==> src/rtl/mmio_sequencer_if.sv <==
// Bundle of the core-side request/response handshake and the MMIO strobe bus.
// The sequencer is the slave of the core and drives the MMIO side.
interface mmio_sequencer_if;
    logic        req_valid;
    logic        req_ready;
    logic        req_write;
    logic [15:0] req_addr;
    logic [31:0] req_wdata;
    logic        rsp_valid;
    logic        rsp_ready;
    logic [31:0] rsp_data;
    logic        rsp_fault;
    logic        mem_load_en;
    logic        mem_store_en;
    logic        mem_use_ram;
    logic [15:0] mem_addr;
    logic [31:0] mem_wdata;
    logic [31:0] mem_rdata;
    logic [7:0]  fault_count;

    modport slave (
        input  req_valid, req_write, req_addr, req_wdata, rsp_ready, mem_rdata,
        output req_ready, rsp_valid, rsp_data, rsp_fault,
        output mem_load_en, mem_store_en, mem_use_ram, mem_addr, mem_wdata, fault_count
    );

    modport master (
        output req_valid, req_write, req_addr, req_wdata, rsp_ready, mem_rdata,
        input  req_ready, rsp_valid, rsp_data, rsp_fault,
        input  mem_load_en, mem_store_en, mem_use_ram, mem_addr, mem_wdata, fault_count
    );
endinterface

==> src/rtl/mmio_sequencer.sv <==
// One-outstanding-request sequencer between the VM load/store stage and MMIO.
// Decodes ROM/RAM select and index, pulses the strobes, absorbs read latency.
module mmio_sequencer #(
    parameter int ROM_DEPTH = 8,
    parameter int RAM_DEPTH = 8
) (
    input logic              clk,
    input logic              rst,
    mmio_sequencer_if.slave  bus
);

    typedef enum logic [1:0] {IDLE, ISSUE, WAIT, RESP} state_t;

    localparam logic [15:0] ROM_LIM = 16'(ROM_DEPTH);
    localparam logic [15:0] RAM_LIM = 16'(RAM_DEPTH);

    state_t      state_q, state_d;
    logic        write_q, write_d;
    logic        mem_use_ram_q, mem_use_ram_d;
    logic [15:0] mem_addr_q, mem_addr_d;
    logic [31:0] mem_wdata_q, mem_wdata_d;
    logic        mem_load_en_q, mem_load_en_d;
    logic        mem_store_en_q, mem_store_en_d;
    logic        rsp_valid_q, rsp_valid_d;
    logic        rsp_fault_q, rsp_fault_d;
    logic [31:0] rsp_data_q, rsp_data_d;
    logic [7:0]  fault_count_q, fault_count_d;

    logic [15:0] req_idx;
    logic        req_fault;

    // Stores to ROM are rejected along with any out-of-range index.
    always_comb begin
        req_idx   = {1'b0, bus.req_addr[14:0]};
        req_fault = 1'b0;
        if (bus.req_addr[15]) begin
            req_fault = (req_idx >= RAM_LIM);
        end else begin
            req_fault = bus.req_write || (req_idx >= ROM_LIM);
        end
    end

    always_comb begin
        state_d        = state_q;
        write_d        = write_q;
        mem_use_ram_d  = mem_use_ram_q;
        mem_addr_d     = mem_addr_q;
        mem_wdata_d    = mem_wdata_q;
        mem_load_en_d  = 1'b0;
        mem_store_en_d = 1'b0;
        rsp_valid_d    = rsp_valid_q;
        rsp_fault_d    = rsp_fault_q;
        rsp_data_d     = rsp_data_q;
        fault_count_d  = fault_count_q;

        case (state_q)
            IDLE: begin
                if (bus.req_valid) begin
                    write_d       = bus.req_write;
                    mem_use_ram_d = bus.req_addr[15];
                    mem_addr_d    = req_idx;
                    mem_wdata_d   = bus.req_wdata;
                    rsp_data_d    = 32'd0;
                    rsp_fault_d   = req_fault;
                    if (req_fault) begin
                        state_d     = RESP;
                        rsp_valid_d = 1'b1;
                        if (fault_count_q != 8'hFF) begin
                            fault_count_d = fault_count_q + 8'd1;
                        end
                    end else begin
                        // Strobes are registered so they are high exactly during ISSUE.
                        state_d        = ISSUE;
                        mem_load_en_d  = ~bus.req_write;
                        mem_store_en_d = bus.req_write;
                    end
                end
            end
            ISSUE: begin
                if (write_q) begin
                    state_d     = RESP;
                    rsp_valid_d = 1'b1;
                end else begin
                    state_d = WAIT;
                end
            end
            WAIT: begin
                rsp_data_d  = bus.mem_rdata;
                state_d     = RESP;
                rsp_valid_d = 1'b1;
            end
            RESP: begin
                if (bus.rsp_ready) begin
                    state_d     = IDLE;
                    rsp_valid_d = 1'b0;
                    rsp_fault_d = 1'b0;
                end
            end
            default: begin
                state_d     = IDLE;
                rsp_valid_d = 1'b0;
                rsp_fault_d = 1'b0;
            end
        endcase
    end

    always_ff @(posedge clk or posedge rst) begin
        if (rst) begin
            state_q        <= IDLE;
            write_q        <= 1'b0;
            mem_use_ram_q  <= 1'b0;
            mem_addr_q     <= 16'd0;
            mem_wdata_q    <= 32'd0;
            mem_load_en_q  <= 1'b0;
            mem_store_en_q <= 1'b0;
            rsp_valid_q    <= 1'b0;
            rsp_fault_q    <= 1'b0;
            rsp_data_q     <= 32'd0;
            fault_count_q  <= 8'd0;
        end else begin
            state_q        <= state_d;
            write_q        <= write_d;
            mem_use_ram_q  <= mem_use_ram_d;
            mem_addr_q     <= mem_addr_d;
            mem_wdata_q    <= mem_wdata_d;
            mem_load_en_q  <= mem_load_en_d;
            mem_store_en_q <= mem_store_en_d;
            rsp_valid_q    <= rsp_valid_d;
            rsp_fault_q    <= rsp_fault_d;
            rsp_data_q     <= rsp_data_d;
            fault_count_q  <= fault_count_d;
        end
    end

    assign bus.req_ready    = (state_q == IDLE);
    assign bus.rsp_valid    = rsp_valid_q;
    assign bus.rsp_fault    = rsp_fault_q;
    assign bus.rsp_data     = rsp_data_q;
    assign bus.mem_load_en  = mem_load_en_q;
    assign bus.mem_store_en = mem_store_en_q;
    assign bus.mem_use_ram  = mem_use_ram_q;
    assign bus.mem_addr     = mem_addr_q;
    assign bus.mem_wdata    = mem_wdata_q;
    assign bus.fault_count  = fault_count_q;

endmodule

==> src/flat_wrapper.sv <==
// flat-port wrapper written by rule: the top's interface ports become plain ports
module mmio_sequencer_flat 
#(
    parameter int ROM_DEPTH = 8,
    parameter int RAM_DEPTH = 8
)
  (clk, rst, bus_req_valid, bus_req_write, bus_req_addr, bus_req_wdata, bus_rsp_ready, bus_mem_rdata, bus_req_ready, bus_rsp_valid, bus_rsp_data, bus_rsp_fault, bus_mem_load_en, bus_mem_store_en, bus_mem_use_ram, bus_mem_addr, bus_mem_wdata, bus_fault_count);
  mmio_sequencer_if bus_i ();
  input logic clk;
  input logic rst;
  input wire logic [$bits(bus_i.req_valid)-1:0] bus_req_valid;
  input wire logic [$bits(bus_i.req_write)-1:0] bus_req_write;
  input wire logic [$bits(bus_i.req_addr)-1:0] bus_req_addr;
  input wire logic [$bits(bus_i.req_wdata)-1:0] bus_req_wdata;
  input wire logic [$bits(bus_i.rsp_ready)-1:0] bus_rsp_ready;
  input wire logic [$bits(bus_i.mem_rdata)-1:0] bus_mem_rdata;
  output wire logic [$bits(bus_i.req_ready)-1:0] bus_req_ready;
  output wire logic [$bits(bus_i.rsp_valid)-1:0] bus_rsp_valid;
  output wire logic [$bits(bus_i.rsp_data)-1:0] bus_rsp_data;
  output wire logic [$bits(bus_i.rsp_fault)-1:0] bus_rsp_fault;
  output wire logic [$bits(bus_i.mem_load_en)-1:0] bus_mem_load_en;
  output wire logic [$bits(bus_i.mem_store_en)-1:0] bus_mem_store_en;
  output wire logic [$bits(bus_i.mem_use_ram)-1:0] bus_mem_use_ram;
  output wire logic [$bits(bus_i.mem_addr)-1:0] bus_mem_addr;
  output wire logic [$bits(bus_i.mem_wdata)-1:0] bus_mem_wdata;
  output wire logic [$bits(bus_i.fault_count)-1:0] bus_fault_count;
  assign bus_i.req_valid = bus_req_valid;
  assign bus_i.req_write = bus_req_write;
  assign bus_i.req_addr = bus_req_addr;
  assign bus_i.req_wdata = bus_req_wdata;
  assign bus_i.rsp_ready = bus_rsp_ready;
  assign bus_i.mem_rdata = bus_mem_rdata;
  assign bus_req_ready = bus_i.req_ready;
  assign bus_rsp_valid = bus_i.rsp_valid;
  assign bus_rsp_data = bus_i.rsp_data;
  assign bus_rsp_fault = bus_i.rsp_fault;
  assign bus_mem_load_en = bus_i.mem_load_en;
  assign bus_mem_store_en = bus_i.mem_store_en;
  assign bus_mem_use_ram = bus_i.mem_use_ram;
  assign bus_mem_addr = bus_i.mem_addr;
  assign bus_mem_wdata = bus_i.mem_wdata;
  assign bus_fault_count = bus_i.fault_count;
  mmio_sequencer #(.ROM_DEPTH(ROM_DEPTH), .RAM_DEPTH(RAM_DEPTH)) u_core (.clk(clk), .rst(rst), .bus(bus_i));
endmodule
==> config.mk <==
export PLATFORM = sky130hd
export DESIGN_NAME = mmio_sequencer_flat
export DESIGN_NICKNAME = d
export VERILOG_FILES = /design/src/rtl/mmio_sequencer_if.sv /design/src/rtl/mmio_sequencer.sv /design/src/flat_wrapper.sv
export SDC_FILE = /design/constraint.sdc
export NUM_CORES = 1
export LEC_CHECK = 0
export CAP_MARGIN = 20
export CORE_MARGIN = 10
export CORE_UTILIZATION = 54
export DETAILED_ROUTE_END_ITERATION = 8
export DONT_BUFFER_PORTS = 1
export PLACE_DENSITY = 0.73
export SETUP_SLACK_MARGIN = 0.1
export SYNTH_ARGS = -nofsm -noshare
export SYNTH_HDL_FRONTEND = slang
export SYNTH_SLANG_ARGS = --single-unit
==> constraint.sdc <==
create_clock -name clk -period 3.85 [get_ports clk]
set_input_delay 0.1925 -clock clk [delete_from_list [all_inputs] [get_ports clk]]
set_output_delay 0.1925 -clock clk [all_outputs]
set_load 0.01 [all_outputs]
==> insert_results.sql, run 1 <==
INSERT INTO impl_metrics (metric_group, metric, value, unit) VALUES
('run_status', 'status', 'complete, no violations', ''),
('logic_synthesis', 'synth_enable_flop_cells', '0', ''),
('cts', 'cts_sinks', '95', ''),
('sta', 'timing.max_slew.rel_slack', '58.2', '%'),
('finish', 'fillCellCount', '484', ''),
('cts', 'ctsHtreeMaxLevel', '3', ''),
('grt', 'grt-ovfl-total', '0', ''),
('die', 'chipHeight', '104', 'um'),
('sta', 'hold_slack', '0.0252', 'ns'),
('cts', 'cts_tree', 'built', ''),
('sta', 'timing.clock.skew', '0.00687', 'ns'),
('finish', 'final-seq-area', '2380', 'um^2'),
('grt', 'first_pass_grt_wire_length', '17800', 'um'),
('sta', 'rsz0062_at_grt', 'no', ''),
('logic_synthesis', 'yosys-top-cells-area', 'dfrtp_1 63%, nand2_1 15%, a22o_1 7.4%, ha_1 1.6%, clkbuf_1 1.3%', ''),
('critical_path', 'worst-path-max-fanout', '28', ''),
('logic_synthesis', 'fraction_of_the_yosys_area_taken_by_sequential_cells', '62.5', '%'),
('detailed_routing', 'drt_via_density', '5.53', ''),
('die', 'initial_utilization', '55.7', '%'),
('power_and_ir_drop', 'p_int', '0.00223', 'W'),
('place', 'numPlacedInstances', '441', ''),
('grt', 'grt_max_degree', '54', ''),
('detailed_routing', 'first_pass_iters', '4', ''),
('cts', 'insertion_delay', '0.35', 'ns'),
('logic_synthesis', 'ys_ff_latch', '95', ''),
('sta', 'final-max-slew-violation-count', '0', ''),
('die', 'fp.dieArea', '10800', 'um^2'),
('detailed_routing', 'wire_per_inst', '20.8', 'um'),
('detailed_routing', 'route.top_layer_used', 'met4', ''),
('logic_synthesis', 'post_synth_instance_area', '3800', 'um^2'),
('critical_path', 'worstPathRequired', '4.13', 'ns'),
('sta', 'fmax', '0.393', 'GHz'),
('finish', 'layout.core_utilization', '71.9', '%'),
('cts', 'post_cts.resized_instances', '0', ''),
('logic_synthesis', 'synth.top_cell.area_share', '62.5', '%'),
('min_path', 'worstHoldPathType', 'primary input to register', ''),
('power_and_ir_drop', 'combinational_share_of_power', '27.9', '%'),
('sta', 'final.period_utilization', '66.2', '%'),
('logic_synthesis', 'synthesis.nets', '452', ''),
('critical_path', 'worst-endpoint-arrival', '2.82', 'ns'),
('detailed_routing', 'met2_wirelength', '5370', 'um'),
('die', 'floorplan.rows', '30', ''),
('sta', 'fin_tns_setup', '0', 'ns'),
('place', 'hpwl', '7120', 'um'),
('grt', 'antenna_found_initial', '2', ''),
('critical_path', 'timing.critical_path.from_type', 'register', ''),
('cts', 'post-cts-setup-buffers', '0', ''),
('logic_synthesis', 'most_area_hungry_cell_type_in_the_yosys_netlist', 'dfrtp_1', ''),
('place', 'weighted_congestion_at_the_end_of_routability_driven_global_placement', '0.802', ''),
('logic_synthesis', 'synth-async-reset-ratio', '100', '%'),
('detailed_routing', 'dr.first_iter.drc_count', '151', ''),
('detailed_routing', 'antenna_violating_nets_post_route', '0', ''),
('finish', 'drive_gt1_share', '6.98', '%'),
('place', 'buffer_ports.inserted', '0', ''),
('power_and_ir_drop', 'switchingPower', '0.00146', 'W'),
('power_and_ir_drop', 'static-leakage-power', '2.41', 'nW'),
('cts', 'clk_root_buffer_cell', 'clkbuf_8', ''),
('finish', 'nNetsFinal', '529', ''),
('critical_path', 'end_kind', 'register', ''),
('sta', 'least_margin_pin_slew', '0.620', 'ns'),
('cts', 'tritoncts.num_buffers', '9', ''),
('finish', 'area_growth', '29.2', '%'),
('sta', 'finalSetupViolations', '0', ''),
('cts', 'cts.reportedPaths.clkPinSlew', '0.09', 'ns'),
('detailed_routing', 'drt-total-wl', '11300', 'um'),
('die', 'die_w', '104', 'um'),
('flow_run', 'max-cap-violations', '0', ''),
('logic_synthesis', 'synthDistinctLibCells', '39', ''),
('sta', 'timing.final.crit_period', '2.55', 'ns'),
('die', 'core_region_area', '6830', 'um^2'),
('power_and_ir_drop', 'switching_share_of_power', '39.7', '%');
cells in the mapped netlist, types with 2 or more instances:
cell / number
and2_1: 2
nand2_1: 151
nor3_1: 3
nor4_2: 3
xor2_1: 5
nand4_1: 3
o21ai_0: 4
dfrtp_1: 95
a22o_1: 32
nor2_1: 6
clkbuf_1: 13
buf_2: 4
buf_4: 2
ha_1: 5
a21o_1: 2
inv_1: 7
nor4_1: 3
cells in the final DEF (no fill, tap or decap), types with 2 or more instances in the layout:
cell,Yosys,layout
dfrtp_1,95,95
a21o_1,2,2
diode_2,0,3
nor4_2,3,3
clkinvlp_4,0,2
xor2_1,5,5
buf_4,2,4
a22o_1,32,32
o21ai_0,4,4
nor2_1,6,6
nor3_1,3,3
inv_1,7,6
nand2_1,151,150
nor4_1,3,3
clkbuf_8,0,11
nand4_1,3,3
dlygate4sd3_1,0,82
ha_1,5,5
cells by family (layout without fill, tap and decap cells):
logic type / after synthesis / in the layout / share of synthesized area [%]
flops: 95 / 95 / 62.5
other cells: 1 / 4 / 0.0986
buf+inv: 28 / 110 / 3.29
fa+ha+maj: 5 / 5 / 1.64
mux: 3 / 3 / 0.987
xor+xnor: 6 / 6 / 1.38
simple gates: 179 / 179 / 19.9
compound gates: 45 / 45 / 10.2
sequential cells by signal, indices dropped and copies added, names as in the netlist:
name                     cells
u_core.bus.fault_count       8
u_core.bus.mem_addr         15
u_core.bus.rsp_valid         1
u_core.state_q               2
u_core.bus.rsp_data         32
u_core.bus.rsp_fault         1
u_core.bus.mem_use_ram       1
u_core.bus.mem_store_en      1
u_core.bus.mem_load_en       1
u_core.bus.mem_wdata        32
u_core.write_q               1
layer usage:
metal | GRT usage, % | vias to the layer above
li1 | - | 1349
met3 | 9.11 | 17
met2 | 31.8 | 163
met1 | 24.1 | 1474
met4 | 7.16 | 0
met5 | 0 | -
critical path: stages, from the launching register on:
cell     delay [ns]
dfrtp_1        0.41
inv_1          0.13
ha_1           0.47
and2_2         0.58
buf_4          0.38
nand4_1        0.13
nor3_1         0.19
xor2_1         0.16
power by group through the flow:
stage	Combinational (W)	Clock, W	Sequential (W)
after floorplan	0.000774	0	0.00186
after global placement	0.000883	0	0.00200
after detailed placement	0.000928	0	0.00200
after CTS	0.00100	0.000687	0.00199
after global routing	0.00116	0.000727	0.00204
final	0.00103	0.000670	0.00199
area by class of cell:
type | count | area share [%]
diodes | 3 | 0.153
clock buffers | 12 | 3.16
clock inverters | 4 | 1.09
inverters | 7 | 0.586
multi-input cells | 239 | 26.6
flip-flops and latches | 95 | 48.4
well taps | 96 | 2.44
repair buffers | 87 | 17.6
timing repair:
action | in CTS | in global routing
setup endpoints to repair | 0 | 0
endpoints found under the hold margin | 135 | 0
hold buffers | 82 | 0
metrics by stage:
stage	setup slack [ns]	cell area, um^2	total power (W)
finish	1.30	4910	0.00369
global route	1.09	4910	0.00393
CTS	1.29	4890	0.00368
detailed placement	1.32	3860	0.00293
global placement	1.44	3860	0.00288
floorplan	1.18	3800	0.00264
worst paths after layout:
| check | start | to | slack, ns | cells past startpoint |
|---|---|---|---|---|
| worst max-delay path | u_core.state_q[0] | u_core.bus.fault_count[4] | 1.30 | 7 |
| worst min-delay path | bus_req_addr[10] | u_core.bus.mem_load_en | 0.03 | 2 |
| worst max register to register | u_core.state_q[0] | u_core.bus.fault_count[4] | 1.30 | 7 |
| worst min register to register | u_core.state_q[1] | u_core.state_q[1] | 0.55 | 1 |
| max in group asynchronous | rst | u_core.bus.mem_addr[11] | 2.46 | 3 |
| min in group asynchronous | rst | u_core.bus.mem_wdata[12] | 0.40 | 2 |
(Power assumes the default switching activity.)
==> run 2, diff against run 1 <==
- clock period: 3.85 -> 2.5 ns (I/O delays scaled with it)
==> run 2 against run 1 <==
Compared with the run above:
- first-iteration DRC count rose by 29%
- combinational power rose by 55%
- clock power rose by 36%
- clock-buffer cell count fell by 2
- routed wire length fell by 0.29%
- critical path type unchanged
- largest cell class unchanged
- highest routed layer unchanged
==> insert_results.sql, run 2 (same netlist as run 1, synthesis figures left out) <==
INSERT INTO impl_metrics (metric_group, metric, value, unit) VALUES
('critical_path', 'cp_top_delay_family', 'buffers and inverters', ''),
('sta', 'least_margin_pin_slew', '0.818', 'ns'),
('critical_path', 'worst-path-max-fanout', '46', ''),
('finish', 'layout.core_utilization', '71.7', '%'),
('sta', 'fin_tns_setup', '0', 'ns'),
('cts', 'clock_path_buffers', '2', ''),
('critical_path', 'worstPathRequired', '2.78', 'ns'),
('power_and_ir_drop', 'combinational_share_of_power', '28.7', '%'),
('critical_path', 'cp.buffers_inverters', '2', ''),
('power_and_ir_drop', 'switching_share_of_power', '40.9', '%'),
('place', 'dpl_worst_slack', '0.376', 'ns'),
('finish', 'area_growth', '28.8', '%'),
('die', 'fp.dieArea', '10800', 'um^2'),
('critical_path', 'cp_max_stage_delay', '0.44', 'ns'),
('cts', 'cts.reportedPaths.clkPinSlew', '0.09', 'ns'),
('detailed_routing', 'wire_per_inst', '20.8', 'um'),
('place', 'hpwl', '7180', 'um'),
('run_status', 'status', 'complete, no violations', ''),
('die', 'chipHeight', '104', 'um'),
('detailed_routing', 'first_pass_iters', '4', ''),
('cts', 'tritoncts.num_buffers', '9', ''),
('critical_path', 'critical_path.cell_chain', 'inv_1 -> ha_1 -> and2_2 -> buf_4 -> nand2_1 -> nand2_1', ''),
('cts', 'ctsHtreeMaxLevel', '3', ''),
('power_and_ir_drop', 'worst_ir_drop_vdd', '661', 'uV'),
('detailed_routing', 'route.detailed.drc', '0', ''),
('finish', 'nNetsFinal', '529', ''),
('detailed_routing', 'drt-total-wl', '11300', 'um'),
('sta', 'rsz0062_at_grt', 'no', ''),
('finish', 'drive_gt1_share', '7.21', '%'),
('power_and_ir_drop', 'static-leakage-power', '2.40', 'nW'),
('sta', 'timing.max_slew.rel_slack', '45.3', '%'),
('power_and_ir_drop', 'pwr_density', '1140', 'nW/um^2'),
('sta', 'timing.final.crit_period', '2.06', 'ns'),
('die', 'initial_utilization', '55.7', '%'),
('cts', 'post_cts.resized_instances', '0', ''),
('critical_path', 'critical-path-slowest-cell', 'buf_4', ''),
('detailed_routing', 'vias_after_detailed_routing', '2961', ''),
('finish', 'layoutNonFillerInstCount', '541', ''),
('die', 'top_level_ports', '179', ''),
('critical_path', 'end_kind', 'register', ''),
('critical_path', 'timing.critical_path.from_type', 'register', ''),
('place', 'weighted_congestion_at_the_end_of_routability_driven_global_placement', '0.784', ''),
('sta', 'fmax', '0.484', 'GHz'),
('grt', 'grt_max_degree', '58', ''),
('min_path', 'worstHoldPathType', 'primary input to register', ''),
('grt', 'grt-ovfl-total', '0', ''),
('critical_path', 'path_class', 'register to register', ''),
('cts', 'cts_sinks', '95', ''),
('cts', 'clk_root_buffer_cell', 'clkbuf_8', ''),
('sta', 'timing.clock.skew', '0.0136', 'ns'),
('finish', 'final_cell_mix', '150 x nand2_1, 95 x dfrtp_1, 82 x dlygate4sd3_1', ''),
('detailed_routing', 'drt_via_density', '5.47', ''),
('grt', 'via_count_of_the_first_global_routing_pass', '3234', ''),
('die', 'die_w', '104', 'um'),
('place', 'buffer_ports.inserted', '0', ''),
('cts', 'cts_tree', 'built', ''),
('place', 'numPlacedInstances', '441', ''),
('cts', 'insertion_delay', '0.35', 'ns'),
('detailed_routing', 'antenna_violating_nets_post_route', '0', ''),
('grt', 'grt_use_total', '20.8', '%'),
('flow_run', 'max-cap-violations', '0', ''),
('critical_path', 'worst-endpoint-arrival', '2.34', 'ns'),
('power_and_ir_drop', 'switchingPower', '0.00228', 'W'),
('sta', 'finalSetupViolations', '0', ''),
('sta', 'setup_ws', '0.435', 'ns'),
('finish', 'commonest_non_fill_non_tap_cell_in_the_layout', 'nand2_1', ''),
('power_and_ir_drop', 'p_int', '0.00330', 'W'),
('sta', 'timing_hold_violations_final', '0', ''),
('critical_path', 'cpMostUsedCell', 'nand2_1', ''),
('grt', 'antenna_found_initial', '1', ''),
('die', 'core_region_area', '6830', 'um^2'),
('sta', 'final.period_utilization', '82.6', '%'),
('detailed_routing', 'dr.first_iter.drc_count', '195', ''),
('sta', 'final-max-slew-violation-count', '0', ''),
('grt', 'first_pass_grt_wire_length', '18200', 'um'),
('power_and_ir_drop', 'power.share.clock', '16.3', '%'),
('power_and_ir_drop', 'seqPwrFrac', '55.0', '%'),
('die', 'floorplan.rows', '30', '');
## run 2: cell count changes in the layout (fill, tap and decap cells not counted)
cell and change:
buf_12 +1, clkinv_4 +2, clkbuf_8 -1, clkinv_2 +1, bufinv_16 -1, buf_4 -1, inv_4 -1, clkinvlp_4 +1
diode_2 -2, clkbuf_1 -1
## run 2: through the flow
| stage | total power [W] | hold WS (ns) | area, um^2 |
|---|---|---|---|
| after floorplan | 0.00406 | 0.196 | 3810 |
| after global placement | 0.00441 | 0.172 | 3870 |
| after detailed placement | 0.00452 | 0.198 | 3870 |
| after CTS | 0.00557 | 0.0611 | 4880 |
| after global routing | 0.00598 | 0.0883 | 4900 |
| final | 0.00558 | 0.0823 | 4900 |
## run 2: final cells by class
| type | instances | area [um^2] |
|---|---|---|
| clock buffer | 10 | 138 |
| timing repair buffer | 87 | 878 |
| multi-input combinational | 239 | 1310 |
| clock inverter | 6 | 46.3 |
| fill | 471 | 1930 |
| sequential | 95 | 2380 |
| antenna | 1 | 2.50 |
| tap | 96 | 120 |
| inverter | 7 | 30.0 |
## run 2: power by group through the flow
stage	clock, W	combinational (W)	sequential (W)
CTS	0.000948	0.00155	0.00307
global placement	0	0.00132	0.00309
finish	0.000911	0.00160	0.00307
global route	0.00101	0.00181	0.00316
floorplan	0	0.00119	0.00287
detailed placement	0	0.00144	0.00308
## run 2: layer usage
layer	routed length (um)	track usage, %
met1	4220	23.6
met2	5370	32.6
met3	1380	9.91
met4	299	9.64
met5	0	0
## run 2: repair_timing
| item | in CTS | in global routing |
|---|---|---|
| setup endpoints to repair | 0 | 0 |
| buffers inserted | 0 | 0 |
| endpoints found under the hold margin | 121 | 0 |
| hold buffers | 82 | 0 |
## run 2: final timing paths
kind                                   start                 endpoint  slack (ns)  depth (start not counted)
max in group asynchronous                rst   u_core.bus.mem_use_ram        1.36                          3
hold / removal                 bus_req_valid   u_core.bus.mem_addr[4]        0.08                          3
setup reg to reg           u_core.state_q[0]  u_core.bus.mem_wdata[8]        0.44                          6
hold reg to reg            u_core.state_q[1]        u_core.state_q[1]        0.56                          1
min in group asynchronous                rst  u_core.bus.mem_wdata[7]        0.39                          2
setup / recovery           u_core.state_q[0]  u_core.bus.mem_wdata[8]        0.44                          6
## run 2: tightest hold or removal path, delay by kind of cell
| family | cells | cell delay (ns) |
|---|---|---|
| and+or+nand+nor | 3 | 0.27 |
==> run 3, diff against run 2 <==
- PLACE_DENSITY: 0.73 -> 0.76
- clock period: 2.5 -> 1.7 ns (I/O delays scaled with it)
==> run 3 against run 2 <==
Compared with the run above:
- total power increased by 55%
- routed wire length increased by 2.6%
- via count up 2.8%
- largest power group unchanged
- critical path depth unchanged
- the flow now finishes with violations (hold timing)
- core utilization is 3.0 points higher
- sequential share of layout area down 2.0 points
- sequential power rose by 47%
- non-clock buffer count grew 17
- cell count is 3.0% higher
- worst setup slack worse by 0.39 ns
==> insert_results.sql, run 3 (same netlist as run 1, synthesis figures left out) <==
INSERT INTO impl_metrics (metric_group, metric, value, unit) VALUES
('sta', 'fin_tns_setup', '0', 'ns'),
('grt', 'grt_most_used_layer', 'met2', ''),
('finish', 'area_growth', '34.1', '%'),
('sta', 'least_margin_pin_slew', '0.624', 'ns'),
('finish', 'final_design_area_no_fill', '5100', 'um^2'),
('critical_path', 'worst-path-max-fanout', '5', ''),
('detailed_routing', 'drt-total-wl', '11600', 'um'),
('critical_path', 'rr_worst_depth', '6', ''),
('critical_path', 'path_class', 'primary input to register', ''),
('finish', 'drive_gt1_share', '12.4', '%'),
('grt', 'via_count_of_the_first_global_routing_pass', '3173', ''),
('cts', 'ctsHtreeMaxLevel', '3', ''),
('min_path', 'worstHoldPathType', 'primary input to register', ''),
('sta', 'timing.max_slew.rel_slack', '58.3', '%'),
('finish', 'commonest_non_fill_non_tap_cell_in_the_layout', 'nand2_1', ''),
('sta', 'hold_slack', '-0.151', 'ns'),
('cts', 'clock_path_buffers', '2', ''),
('grt', 'met2_usage', '33.2', '%'),
('die', 'die_w', '104', 'um'),
('sta', 'timing_hold_violations_final', '3', ''),
('place', 'hpwl', '7340', 'um'),
('power_and_ir_drop', 'p_total', '0.00863', 'W'),
('die', 'top_level_ports', '179', ''),
('sta', 'finalSetupViolations', '0', ''),
('finish', 'nNetsFinal', '546', ''),
('detailed_routing', 'antenna_violating_nets_post_route', '0', ''),
('critical_path', 'end_kind', 'register', ''),
('grt', 'met1_usage', '23.6', '%'),
('cts', 'cts.reportedPaths.clkPinSlew', '0.09', 'ns'),
('place', 'weighted_congestion_at_the_end_of_routability_driven_global_placement', '0.851', ''),
('critical_path', 'critical_path.cell_chain', 'dlygate4sd3_1 -> nor4_2 -> and4b_2 -> buf_4 -> nor3_2 -> xor2_1', ''),
('grt', 'antenna_found_initial', '0', ''),
('critical_path', 'timing.critical_path.from_type', 'primary input', ''),
('sta', 'final.period_utilization', '97.2', '%'),
('critical_path', 'critical_path_stages', '6', ''),
('critical_path', 'worst-endpoint-arrival', '1.87', 'ns'),
('detailed_routing', 'wire_per_inst', '20.8', 'um'),
('finish', 'n_antenna_cell', '0', ''),
('die', 'chipHeight', '104', 'um'),
('power_and_ir_drop', 'pwr_density', '1690', 'nW/um^2'),
('grt', 'first_pass_grt_wire_length', '18000', 'um'),
('critical_path', 'setup.worst_path.start', 'bus_req_addr[11]', ''),
('min_path', 'min-delay-start', 'bus_req_addr[3]', ''),
('place', 'numPlacedInstances', '450', ''),
('power_and_ir_drop', 'static-leakage-power', '2.50', 'nW'),
('detailed_routing', 'first_pass_iters', '5', ''),
('place', 'placed_cell_area', '3990', 'um^2'),
('detailed_routing', 'route.detailed.drc', '0', ''),
('grt', 'grt-ovfl-total', '0', ''),
('finish', 'layoutNonFillerInstCount', '557', ''),
('die', 'core_region_area', '6830', 'um^2'),
('run_status', 'failed_checks', 'hold timing', ''),
('cts', 'insertion_delay', '0.35', 'ns'),
('grt', 'gr-usage-met3', '8.98', '%'),
('detailed_routing', 'vias_after_detailed_routing', '3044', ''),
('die', 'fp.dieArea', '10800', 'um^2'),
('finish', 'final_cell_mix', '150 x nand2_1, 95 x dfrtp_1, 81 x dlygate4sd3_1', ''),
('sta', 'final-max-slew-violation-count', '0', ''),
('run_status', 'status', 'finished, violations left', ''),
('cts', 'cts_sinks', '95', ''),
('sta', 'timing.clock.skew', '0.0120', 'ns'),
('cts', 'cts_tree', 'built', ''),
('min_path', 'cell_depth_of_the_worst_hold_path', '2', ''),
('sta', 'fmax', '0.605', 'GHz'),
('die', 'initial_utilization', '55.7', '%'),
('critical_path', 'critical-path-slowest-cell', 'dlygate4sd3_1', ''),
('flow_run', 'max-cap-violations', '0', ''),
('grt', 'grt_use_total', '20.5', '%'),
('critical_path', 'worstPathRequired', '1.92', 'ns'),
('die', 'floorplan.rows', '30', ''),
('finish', 'layout.core_utilization', '74.7', '%'),
('critical_path', 'cp_top_delay_family', 'simple AND/OR/NAND/NOR gates', ''),
('critical_path', 'cp.buffers_inverters', '2', ''),
('cts', 'clk_root_buffer_cell', 'clkbuf_8', ''),
('detailed_routing', 'dr.first_iter.drc_count', '112', ''),
('sta', 'rsz0062_at_grt', 'yes', ''),
('sta', 'timing.final.crit_period', '1.65', 'ns'),
('detailed_routing', 'drt_via_density', '5.46', ''),
('critical_path', 'cp_max_stage_delay', '0.57', 'ns'),
('critical_path', 'worst_r2r_startpoint', 'u_core.state_q[0]', ''),
('place', 'buffer_ports.inserted', '0', ''),
('grt', 'grt_max_degree', '51', ''),
('cts', 'tritoncts.num_buffers', '9', ''),
('power_and_ir_drop', 'worst_ir_drop_vdd', '925', 'uV');
==> run 3: power by group <==
| part | internal (W) | leakage, nW | switching [W] |
|---|---|---|---|
| clock | 0.000576 | 0.0788 | 0.000739 |
| combinational | 0.00138 | 1.23 | 0.00144 |
| sequential | 0.00323 | 1.20 | 0.00127 |
==> run 3: layout make-up <==
cell class	instances	area [um^2]
multi-input cells	239	1350
clock inverters	4	31.3
inverters	7	32.5
clock buffers	12	145
flip-flops and latches	95	2380
well taps	96	120
repair buffers	104	1050
fillers	434	1730
==> run 3: per-stage QoR <==
stage,hold WS [ns],setup slack (ns)
after global placement,0.0575,0.129
after detailed placement,0.0693,0.0226
final,-0.151,0.0481
after floorplan,0.156,0.00608
after global routing,-0.168,-0.0135
after CTS,-0.179,0.0694
==> run 3: path summary, 6_finish.rpt <==
check | slack (ns) | end
worst max-delay path | 0.05 | u_core.bus.fault_count[3]
worst min-delay path | -0.15 | u_core.bus.mem_addr[3]
worst max register to register | 0.06 | u_core.bus.fault_count[7]
worst min register to register | 0.56 | u_core.bus.mem_addr[6]
max in group asynchronous | 0.80 | u_core.bus.rsp_data[31]
min in group asynchronous | 0.28 | u_core.bus.mem_wdata[8]
==> run 3: repair_timing <==
item / 4_1_cts / 5_1_grt
endpoints found under the hold margin: 107 / 8
hold buffers: 76 / 5
pin swaps: 1 / 6
cloned: 0 / 1
setup buffers: 0 / 9
gates resized for setup: 1 / 9
setup endpoints to repair: 5 / 90
==> run 3: routing by layer <==
layer / routed length (um) / part of all wire, %
met3: 1250 / 11
met1: 4360 / 38
met2: 5750 / 50
met5: 0 / 0
met4: 201 / 1.7
